==> config.mk <==
export PLATFORM = sky130hd
export DESIGN_NAME = aes_uart_tx_sequencer
export DESIGN_NICKNAME = d
export VERILOG_FILES = /design/src/rtl/aes_uart_tx_sequencer.sv
export SDC_FILE = /design/constraint.sdc
export NUM_CORES = 1
export LEC_CHECK = 0
export ABC_AREA = 1
export BUFFER_PORTS_ARGS = -buffer_cell sky130_fd_sc_hd__clkbuf_2
export CORE_AREA = 2 2 118 120
export CTS_CLUSTER_DIAMETER = 30
export DETAILED_ROUTE_END_ITERATION = 7
export DIE_AREA = 0 0 120 122
export GPL_TIMING_DRIVEN = 1
export PLACE_DENSITY = 0.84
export SLEW_MARGIN = 20
export SYNTH_ARGS = -nofsm -noshare
export SYNTH_HDL_FRONTEND = slang
export SYNTH_SLANG_ARGS = --single-unit
==> constraint.sdc <==
create_clock -name clk -period 3.6 [get_ports clk]
set_input_delay 0.36 -clock clk [delete_from_list [all_inputs] [get_ports clk]]
set_output_delay 0.36 -clock clk [all_outputs]
set_load 0.02 [all_outputs]
==> src/rtl/aes_uart_tx_sequencer.sv <==
// Serialises one 128-bit AES block into 16 paced tx_start/tx_data bytes, MSB byte first.
// Optional macro AES_UART_TX_CHECKSUM_EN appends a 17th XOR checksum byte.
module aes_uart_tx_sequencer #(
    parameter int BYTE_CYCLES = 8700,
    parameter int CNT_W       = $clog2(BYTE_CYCLES)
) (
    input  logic         clk,
    input  logic         rst,
    input  logic [127:0] blk_in,
    input  logic         blk_valid,
    output logic         blk_ready,
    output logic [7:0]   tx_data,
    output logic         tx_start,
    output logic         busy,
    output logic         done
);

    typedef enum logic [1:0] {
        S_IDLE  = 2'd0,
        S_START = 2'd1,
        S_WAIT  = 2'd2
    } state_e;

`ifdef AES_UART_TX_CHECKSUM_EN
    localparam logic [4:0] NUM_BYTES = 5'd17;
`else
    localparam logic [4:0] NUM_BYTES = 5'd16;
`endif

    localparam logic [CNT_W-1:0] CNT_LAST = CNT_W'(BYTE_CYCLES - 2);

    state_e           state_q, state_d;
    logic [127:0]     shift_q, shift_d;
    logic [4:0]       idx_q, idx_d;
    logic [CNT_W-1:0] cnt_q, cnt_d;
    logic [7:0]       tx_data_q, tx_data_d;
    logic             tx_start_q, tx_start_d;
    logic             done_q, done_d;
    logic [7:0]       next_byte;
`ifdef AES_UART_TX_CHECKSUM_EN
    logic [7:0]       csum_q, csum_d;
`endif

    always_comb begin
        next_byte = shift_q[127:120];
`ifdef AES_UART_TX_CHECKSUM_EN
        // Once all 16 data bytes are out the shifter is empty; send the running XOR instead.
        if (idx_q == 5'd16) begin
            next_byte = csum_q;
        end
`endif
    end

    always_comb begin
        state_d    = state_q;
        shift_d    = shift_q;
        idx_d      = idx_q;
        cnt_d      = cnt_q;
        tx_data_d  = tx_data_q;
        tx_start_d = 1'b0;
        done_d     = 1'b0;
`ifdef AES_UART_TX_CHECKSUM_EN
        csum_d     = csum_q;
`endif
        // tx_start/tx_data are registered, so they are set on the edge that enters START.
        case (state_q)
            S_IDLE: begin
                if (blk_valid) begin
                    shift_d    = blk_in;
                    idx_d      = 5'd0;
                    tx_start_d = 1'b1;
                    tx_data_d  = blk_in[127:120];
                    state_d    = S_START;
`ifdef AES_UART_TX_CHECKSUM_EN
                    csum_d     = 8'h00;
`endif
                end
            end
            S_START: begin
                shift_d = {shift_q[119:0], 8'h00};
                idx_d   = idx_q + 5'd1;
                cnt_d   = '0;
                state_d = S_WAIT;
`ifdef AES_UART_TX_CHECKSUM_EN
                if (idx_q < 5'd16) begin
                    csum_d = csum_q ^ tx_data_q;
                end
`endif
            end
            S_WAIT: begin
                if (cnt_q == CNT_LAST) begin
                    if (idx_q == NUM_BYTES) begin
                        done_d  = 1'b1;
                        state_d = S_IDLE;
                    end else begin
                        tx_start_d = 1'b1;
                        tx_data_d  = next_byte;
                        state_d    = S_START;
                    end
                end else begin
                    cnt_d = cnt_q + CNT_W'(1);
                end
            end
            default: begin
                state_d = S_IDLE;
            end
        endcase
    end

    always_ff @(posedge clk) begin
        if (rst) begin
            state_q    <= S_IDLE;
            shift_q    <= '0;
            idx_q      <= '0;
            cnt_q      <= '0;
            tx_data_q  <= 8'h00;
            tx_start_q <= 1'b0;
            done_q     <= 1'b0;
`ifdef AES_UART_TX_CHECKSUM_EN
            csum_q     <= 8'h00;
`endif
        end else begin
            state_q    <= state_d;
            shift_q    <= shift_d;
            idx_q      <= idx_d;
            cnt_q      <= cnt_d;
            tx_data_q  <= tx_data_d;
            tx_start_q <= tx_start_d;
            done_q     <= done_d;
`ifdef AES_UART_TX_CHECKSUM_EN
            csum_q     <= csum_d;
`endif
        end
    end

    assign blk_ready = (state_q == S_IDLE);
    assign busy      = (state_q != S_IDLE);
    assign tx_data   = tx_data_q;
    assign tx_start  = tx_start_q;
    assign done      = done_q;

endmodule

==> flow_summary.ini, run 1 <==
[setup_path]
r2r_end = shift_q[121]
crit_type = reg2reg
endpoint_kind = flop
cp_max_fo = 62
cpMaxStageDelayCell = inv_2
critPathRequiredTime_ns = 3.88
crit_buf_inv = 2
worst_path_largest_cell_delay_ns = 0.72
start_kind = flop
cp_cell_sequence = nor2_2 > nand2_2 > inv_2 > nor2_4 > buf_4 > a21oi_1 > nor2_1
reg2reg_from = state_q[1]
crit_family = buffers and inverters
rrSetupSlack_ns = 1.50
reg2regPathDepth = 7
critPathArrivalTime_ns = 2.38

[final_layout]
seqCellArea_mm2 = 0.00318
nFillCells = 1242
layout-drive-gt1-share_pct = 19.8
fin_util_pct = 58.3
final_nets = 1073
multiInputGateArea_mm2 = 0.00275
num_antenna_cells = 0
area_delta_synth_final_pct = 19.4

[synthesis]
synth_fp_nets = 967
seq_area_frac_synth_pct = 48.2
netlist_area_mm2 = 0.00660
synth_top_area_share_pct = 48.2
synthFlopType = dfxtp_1
netlist_instances = 832
synth-seq-cells = 159
synth_top_area_cell = dfxtp_1
yosys-top-cells-count = dfxtp_1 (159), nand2_1 (149), a21oi_1 (146), inv_1 (100), o221ai_1 (69)
synth-edff-count = 0
yosysWarnings = 0
ys_types = 24
synthTopCellsByArea = dfxtp_1 (48%), a21oi_1 (11%), o221ai_1 (9.2%)
syn_avg_cell_area_um2 = 7.93
synth_most_common_cell = dfxtp_1
synthArstFlopShare_pct = 0

[route]
postRouteAntennaNets = 0
dr.pass1.iters = 5
vias = 6147
avgViaCountPerCell = 5.45
post_drt_wl_per_cell_um = 14.5
post-route-drc-count = 0
drtIter0Drc = 487
drt_wl_total_um = 16300

[clock_network]
cts_tree = built
cts-root-buf = clkbuf_16
clk_latency_ns = 0.42
cts.htree.levels = 4
cts_buffer_depth = 2
cts.sink_count = 159
path_clk_slew_ns = 0.06
postCtsHoldBufs = 0
cts_buffers = 17
cts_setup_buffers = 0
cts_resized = 0

[timing]
finClkSkew_ns = 0.00732
rsz0062_at_grt = false
finalSetupViolCount = 0
hold_viol = 0
slew_headroom_pct = 33.6
fin_tns_setup_ns = 0
min_period_ns = 2.10
tightest_slew_ns = 0.995
drv_slew = 0
period_share_pct = 58.3
fmax_ghz = 0.476

[die]
rows = 43
fp.dieH_um = 122
io_pins = 143
die_w_um = 120
die-area_mm2 = 0.0146
core-area_mm2 = 0.0135
initial_core_util_pct = 48.9

[hold_path]
hold_end = shift_q[3]
min_path_type = in2reg
hold_path.startpoint = blk_in[3]
min_path_cells = 3

[placed_design]
place.port_buffers = 142
gp_congestion = 0.868
hpwl_um = 10700

[pwr]
p_per_area_mw_per_mm2 = 585
leakagePower_uw = 0.00319
max-vdd-ir-drop_uv = 382

[grt]
grt-ovfl-total = 0
grt_pass1_vias = 5534
antenna_found_initial = 0
grt_pass1_wl_um = 26500
track_usage_pct = 22.7
grt_max_degree = 82

[status]
status = finished clean

[run]
drv_cap = 0
==> cells in the final DEF, fill, tap and decap left out <==
cell type | Yosys | final
clkinvlp_4 | 0 | 2
nand4_1 | 6 | 6
nor2_1 | 28 | 28
o21ai_0 | 12 | 12
nor3_1 | 2 | 2
inv_1 | 100 | 99
nand2_1 | 149 | 148
a21oi_1 | 146 | 146
nor2_4 | 1 | 1
clkbuf_16 | 0 | 17
inv_2 | 3 | 4
nand3_1 | 32 | 32
a22oi_1 | 44 | 44
nor2_2 | 2 | 2
buf_4 | 3 | 8
clkbuf_1 | 31 | 3
bufinv_16 | 0 | 1
clkbuf_2 | 0 | 142
ha_1 | 4 | 4
a211oi_1 | 1 | 1
clkbuf_8 | 0 | 5
xnor2_1 | 1 | 1
dfxtp_1 | 159 | 159
a31oi_1 | 5 | 5
o221ai_1 | 69 | 69
clkinv_4 | 0 | 1
nor4_1 | 1 | 1
nand2_2 | 4 | 5
==> per-stage QoR <==
step	instances	hold WS, ns	setup slack (ns)	total power, uW	instance area, um^2
floorplan	832	0.424	2.16	2710	6600
global placement	1099	0.433	1.58	2910	7320
detailed placement	1099	0.435	1.52	2930	7320
CTS	1128	0.163	1.52	4620	7880
global route	1128	0.170	1.26	4820	7880
finish	1128	0.179	1.50	4610	7880
==> cells by family after synthesis <==
group	count (synthesis)	share of synthesized area, %
simple gates	225	14.0
flops	159	48.2
compound gates	277	26.7
fa+ha+maj	4	0.758
buf+inv	166	10.1
xor+xnor	1	0.133
==> power by group <==
part	internal [uW]	switching (uW)	total [uW]
registers	1990	128	2110
logic	279	511	790
clock network	1030	670	1700
total	3300	1310	4610
==> layer usage <==
metal,track usage [%],up-vias,part of all wire (%)
met1,29.0,2852,43
met3,7.91,23,7.1
li1,-,3084,-
met5,0,-,0
met2,35.7,188,48
met4,8.09,0,2.0
==> area by class of cell <==
| class | instances | share of cell area [%] |
|---|---|---|
| clock inverters | 4 | 0.683 |
| inverters | 103 | 4.91 |
| well taps | 180 | 2.86 |
| clock buffers | 25 | 6.42 |
| flip-flops and latches | 159 | 40.4 |
| repair buffers | 150 | 9.78 |
| multi-input cells | 507 | 34.9 |
==> tightest hold or removal path: cells and delay by family <==
family	cells	cell delay (ns)
AOI/OAI and AO/OA	1	0.06
buffers and inverters	1	0.08
and+or+nand+nor	1	0.06
==> how the worst max path moves through the flow <==
stage / startpoint / to / cells after the start / slack [ns]
finish: state_q[1] / shift_q[121] / 7 / 1.50
global route: state_q[1] / shift_q[121] / 7 / 1.26
CTS: state_q[1] / shift_q[120] / 7 / 1.52
detailed placement: state_q[1] / shift_q[121] / 7 / 1.52
global placement: state_q[1] / shift_q[120] / 7 / 1.58
floorplan: state_q[1] / shift_q[122] / 7 / 2.16
==> sequential cells by signal (all words and copies together) (netlist names) <==
signal    flops
tx_start      1
shift_q     128
done          1
tx_data       8
cnt_q        14
state_q       2
idx_q         5
(Power assumes the default switching activity.)
==> inputs of run 2 (changes only) <==
ABC_AREA = 0   (was 1)
PLACE_DENSITY = 0.85   (was 0.84)
clock period = 1.9 ns   (was 3.6 ns; I/O delays follow)
==> run 2 against run 1 <==
Effect of this change: die area stayed put; non-clock buffer count is 24 higher; combinational power is 130% higher; cell area is 2.8% higher; total power is 97% higher; via count is 0.49% lower; fmax is 18% higher; area after synthesis is 2.3% lower; clock power is 94% higher; worst setup slack worse by 1.4 ns; global-route usage is 0.26 points lower; highest routed layer unchanged.
==> flow_summary.ini, run 2 <==
[grt]
track_usage_pct = 22.4
grt_max_degree = 85
grt-ovfl-total = 0
grt_pass1_vias = 5675
grt_pass1_wl_um = 26700
antenna_found_initial = 0

[setup_path]
critPathArrivalTime_ns = 2.13
start_kind = flop
cp_max_fo = 9
critPathRequiredTime_ns = 2.24
endpoint_kind = flop
crit_type = reg2reg

[clock_network]
cts-root-buf = clkbuf_16
cts_setup_buffers = 0
cts.htree.levels = 4
cts_tree = built
cts.sink_count = 159
cts_buffers = 17
cts_buffer_depth = 2
path_clk_slew_ns = 0.06
clk_latency_ns = 0.42

[final_layout]
largest_register = shift_q
finalInstanceArea_mm2 = 0.00810
num_antenna_cells = 0
layout-drive-gt1-share_pct = 23.4
multiInputGateArea_mm2 = 0.00297
final_cell_mix = dfxtp_1 (159), nor2_1 (150), clkbuf_2 (142)
layout_commonest_cell = dfxtp_1
seqCellArea_mm2 = 0.00318
largest_reg_flops = 128
area_delta_synth_final_pct = 25.6
nFillCells = 1151
final_nets = 1019

[pwr]
p_comb_share_pct = 19.6
max-vdd-ir-drop_uv = 757
internal_power_uw = 6530
p_sw_share_pct = 28.2
seqPwrFrac_pct = 44.1
total_power_uw = 9100
leakagePower_uw = 0.00324
clkPwrFrac_pct = 36.3
p_per_area_mw_per_mm2 = 1120
switching_power_uw = 2570

[synthesis]
synth-edff-count = 0
ys_types = 44
syn_avg_cell_area_um2 = 8.51
netlist_instances = 758
yosysWarnings = 0
synthTopCellsByArea = dfxtp_1 (49%), o221ai_1 (9.4%), nor2_1 (8.8%)
synthArstFlopShare_pct = 0
synth_top_area_cell = dfxtp_1
seq_area_frac_synth_pct = 49.4
synthFlopType = dfxtp_1
yosys-top-cells-count = dfxtp_1 (159), nor2_1 (151), a21oi_1 (71), nand2_1 (70), o221ai_1 (69)
netlist_area_mm2 = 0.00645
synth_top_area_share_pct = 49.4
synth_fp_nets = 893
synth_most_common_cell = dfxtp_1
synth-seq-cells = 159

[placed_design]
pre_cts_ws_ns = 0.127
place.port_buffers = 142
hpwl_um = 10500
placed_cell_area_mm2 = 0.00740
gp_congestion = 0.798

[die]
core-area_mm2 = 0.0135
initial_core_util_pct = 47.8
rows = 43
io_pins = 143
fp.dieH_um = 122
die_w_um = 120
die-area_mm2 = 0.0146

[timing]
finalSetupViolCount = 0
period_share_pct = 94.1
drv_slew = 0
fin_tns_setup_ns = 0
tightest_slew_ns = 0.492
min_period_ns = 1.79
hold_viol = 0
finClkSkew_ns = 0.0119
fmax_ghz = 0.559
rsz0062_at_grt = false
timing.final.ws_setup_ns = 0.113
slew_headroom_pct = 66.9

[route]
avgViaCountPerCell = 5.69
drt_wl_total_um = 16600
drtIter0Drc = 574
vias = 6117
dr.pass1.iters = 6
post-route-drc-count = 0
postRouteAntennaNets = 0
post_drt_wl_per_cell_um = 15.4

[hold_path]
min_path_type = in2reg

[run]
drv_cap = 0

[status]
status = finished clean
run 2: cell count changes after synthesis, sizes merged, moves of 9 or more:
cell    previous run  this run
a21oi            146        71
buf               32        18
clkbuf            31        49
inv              103        15
nand2            153        70
nand3             32        16
nor2              31       151
o21ai             12         3
run 2: worst paths after layout:
| path | start | cells after the start | slack, ns | to |
|---|---|---|---|---|
| max | state_q[1] | 4 | 0.11 | cnt_q[11] |
| min | blk_in[82] | 3 | 0.06 | shift_q[82] |
| max reg2reg | state_q[1] | 4 | 0.11 | cnt_q[11] |
| min reg2reg | shift_q[79] | 2 | 0.45 | shift_q[79] |
run 2: cell type report:
cell class                      count  share of cell area, %
Inverter                           15                  0.695
Sequential cell                   159                   39.3
Clock inverter                      5                  0.649
Timing Repair Buffer              174                   13.4
Multi-Input combinational cell    517                   36.7
Tap cell                          180                   2.78
Clock buffer                       25                   6.49
run 2: power groups by stage:
| stage | Combinational [uW] | Sequential (uW) | Clock, uW |
|---|---|---|---|
| detailed placement | 1720 | 4070 | 0 |
| floorplan | 1170 | 4050 | 0 |
| global placement | 1680 | 4060 | 0 |
| CTS | 1750 | 4010 | 3340 |
| finish | 1780 | 4020 | 3300 |
| global route | 2000 | 4060 | 3470 |
run 2: per-stage QoR:
stage | hold WS (ns) | std cells | util [%]
after detailed placement | 0.421 | 1036 | 54.8
final | 0.0608 | 1075 | 60.0
after CTS | 0.000185 | 1073 | 59.6
after global routing | 0.0583 | 1075 | 60.0
after floorplan | 0.326 | 758 | -
after global placement | 0.415 | 1036 | 54.8
run 2: cell families (layout without fill, tap and decap cells):
| logic type | Yosys count | after routing | share of synthesized area (%) |
|---|---|---|---|
| xor+xnor | 2 | 2 | 0.272 |
| simple gates | 284 | 284 | 19.1 |
| fa+ha+maj | 4 | 4 | 0.776 |
| mux | 3 | 3 | 0.504 |
| buf+inv | 82 | 219 | 5.26 |
| compound gates | 224 | 224 | 24.7 |
| flops | 159 | 159 | 49.4 |
run 2: per-layer routing:
metal | vias up | wire, um | GRT usage, % | part of all wire (%)
li1 | 3002 | - | - | -
met1 | 2877 | 7110 | 28.3 | 43
met2 | 206 | 8040 | 36.0 | 49
met3 | 32 | 1020 | 6.27 | 6.1
met4 | 0 | 400 | 9.71 | 2.4
met5 | - | 0 | 0 | 0
run 2: critical path: stages (launching register included):
cell      delay, ns
dfxtp_1        0.46
nand2b_1       0.10
or4_1          0.63
or3_1          0.36
a21oi_1        0.15
run 2: what timing repair did:
item / CTS / global route
endpoints found under the hold margin: 7 / 1
endpoints found under the setup margin: 0 / 10
resized for setup: 0 / 3
hold buffers: 7 / 1
==> inputs of run 3 (changes only) <==
CORE_AREA = 2 2 123 125   (was 2 2 118 120)
DIE_AREA = 0 0 125 127   (was 0 0 120 122)
PLACE_DENSITY = not set   (was 0.85)
PLACE_DENSITY_LB_ADDON = 0.25   (was not set)
==> run 3 against run 2 <==
Effect of this change: critical path depth is 3 higher; final cell count is 0.28% higher; sequential power about the same; fmax rose by 3.5%; clock power shrank 11%; worst setup slack improved by 0.060 ns; wire length fell by 2.5%; sequential cell count is the same; die area grew 8.4%; utilization is 4.8 points lower; clock skew shrank 0.0042 ns; first-iteration DRC count shrank 44%.
==> flow_summary.ini, run 3 (synthesized netlist as in run 2, its figures left out) <==
[status]
status = finished clean

[final_layout]
finalInstanceArea_mm2 = 0.00795
final_nets = 1021
layout-drive-gt1-share_pct = 23.4
num_antenna_cells = 0
largest_reg_flops = 128
nFillCells = 1380
area_delta_synth_final_pct = 23.3
final_cell_mix = dfxtp_1 (159), nor2_1 (150), clkbuf_2 (142)
largest_register = shift_q
layout_commonest_cell = dfxtp_1

[pwr]
p_per_area_mw_per_mm2 = 1090
max-vdd-ir-drop_uv = 639
leakagePower_uw = 0.00318

[clock_network]
cts.sink_count = 159
cts_setup_buffers = 0
cts_buffers = 17
cts_tree = built
path_clk_slew_ns = 0.06
cts.htree.levels = 4
cts_buffer_depth = 2
clk_latency_ns = 0.41
cts-root-buf = clkbuf_16

[setup_path]
start_kind = flop
reg2reg_from = idx_q[0]
r2r_end = tx_data[0]
rrSetupSlack_ns = 0.17
crit_type = reg2reg
cp_max_fo = 8
critPathRequiredTime_ns = 2.17
critPathArrivalTime_ns = 2.00
endpoint_kind = flop
reg2regPathDepth = 7

[die]
initial_core_util_pct = 44.7
die-area_mm2 = 0.0159
rows = 44
fp.dieH_um = 127
io_pins = 143
core-area_mm2 = 0.0144
die_w_um = 125

[grt]
grt_pass1_vias = 5597
grtUsageMet3_pct = 7.24
grt_max_degree = 62
antenna_found_initial = 0
top_usage_layer = met2
track_usage_pct = 20.5
use_met2_pct = 32.2
grt_pass1_wl_um = 26900
grt-ovfl-total = 0
use_met1_pct = 26.9

[hold_path]
min_path_cells = 3
min_path_type = in2reg
hold_path.startpoint = blk_in[3]
hold_end = shift_q[3]

[route]
postRouteAntennaNets = 0
post_drt_wl_per_cell_um = 15.0
drtIter0Drc = 324
vias = 5893
post-route-drc-count = 0
dr.pass1.iters = 4
drt_wl_total_um = 16100
avgViaCountPerCell = 5.47

[timing]
drv_slew = 0
fin_tns_setup_ns = 0
fmax_ghz = 0.579
min_period_ns = 1.73
slew_headroom_pct = 66.5
finClkSkew_ns = 0.00771
rsz0062_at_grt = false
tightest_slew_ns = 0.503
hold_viol = 0
finalSetupViolCount = 0
holdWs_ns = 0.0181
period_share_pct = 90.9

[placed_design]
gp_congestion = 0.800
placed_cell_area_mm2 = 0.00741
place.port_buffers = 142
hpwl_um = 10800

[run]
drv_cap = 0
-- run 3: through the flow --
stage	total power [uW]	instances	util, %	worst slack [ns]
floorplan	5220	758	-	0.148
global placement	5770	1048	51.4	0.173
detailed placement	5790	1048	51.4	0.128
CTS	8740	1078	55.0	0.111
global route	9160	1078	55.1	0.0339
finish	8670	1078	55.1	0.172
-- run 3: power by group --
group          leakage (uW)  switching [uW]  total [uW]  internal, uW
Combinational       0.00162            1030        1720           687
Sequential          0.00131             232        4010          3770
Clock              0.000245            1210        2940          1730
-- run 3: worst max-delay path by stage --
stage | cells past startpoint | from | endpoint
final | 7 | idx_q[0] | tx_data[0]
after global routing | 6 | idx_q[0] | tx_data[1]
after CTS | 6 | idx_q[0] | tx_data[4]
after detailed placement | 6 | idx_q[0] | tx_data[4]
after global placement | 6 | idx_q[0] | tx_data[1]
after floorplan | 8 | state_q[0] | tx_data[0]
-- run 3: what timing repair did --
item / 4_1_cts / 5_1_grt
hold buffers: 3 / 0
gates resized for setup: 0 / 2
endpoints found under the hold margin: 3 / 0
setup endpoints to repair: 0 / 9
-- run 3: layout make-up --
class,instances,area [um^2],share of cell area (%)
Clock buffer,25,485,6.10
Tap cell,184,230,2.89
Clock inverter,2,10.0,0.126
Timing Repair Buffer,176,1020,12.9
Sequential cell,159,3180,40.0
Multi-Input combinational cell,517,2960,37.3
Inverter,15,56.3,0.708
-- run 3: critical path, stage by stage (launching register included) --
cell and delay [ns]:
dfxtp_1 0.39, inv_1 0.06, ha_1 0.19, nor4bb_2 0.18
o21a_1 0.19, buf_4 0.17, a211oi_1 0.28, a221oi_1 0.12
-- run 3: routing by layer --
| layer | vias to the layer above | part of all wire [%] |
|---|---|---|
| met5 | - | 0 |
| met4 | 0 | 1.2 |
| met3 | 14 | 6.2 |
| met2 | 143 | 46 |
| met1 | 2732 | 47 |
| li1 | 3004 | - |
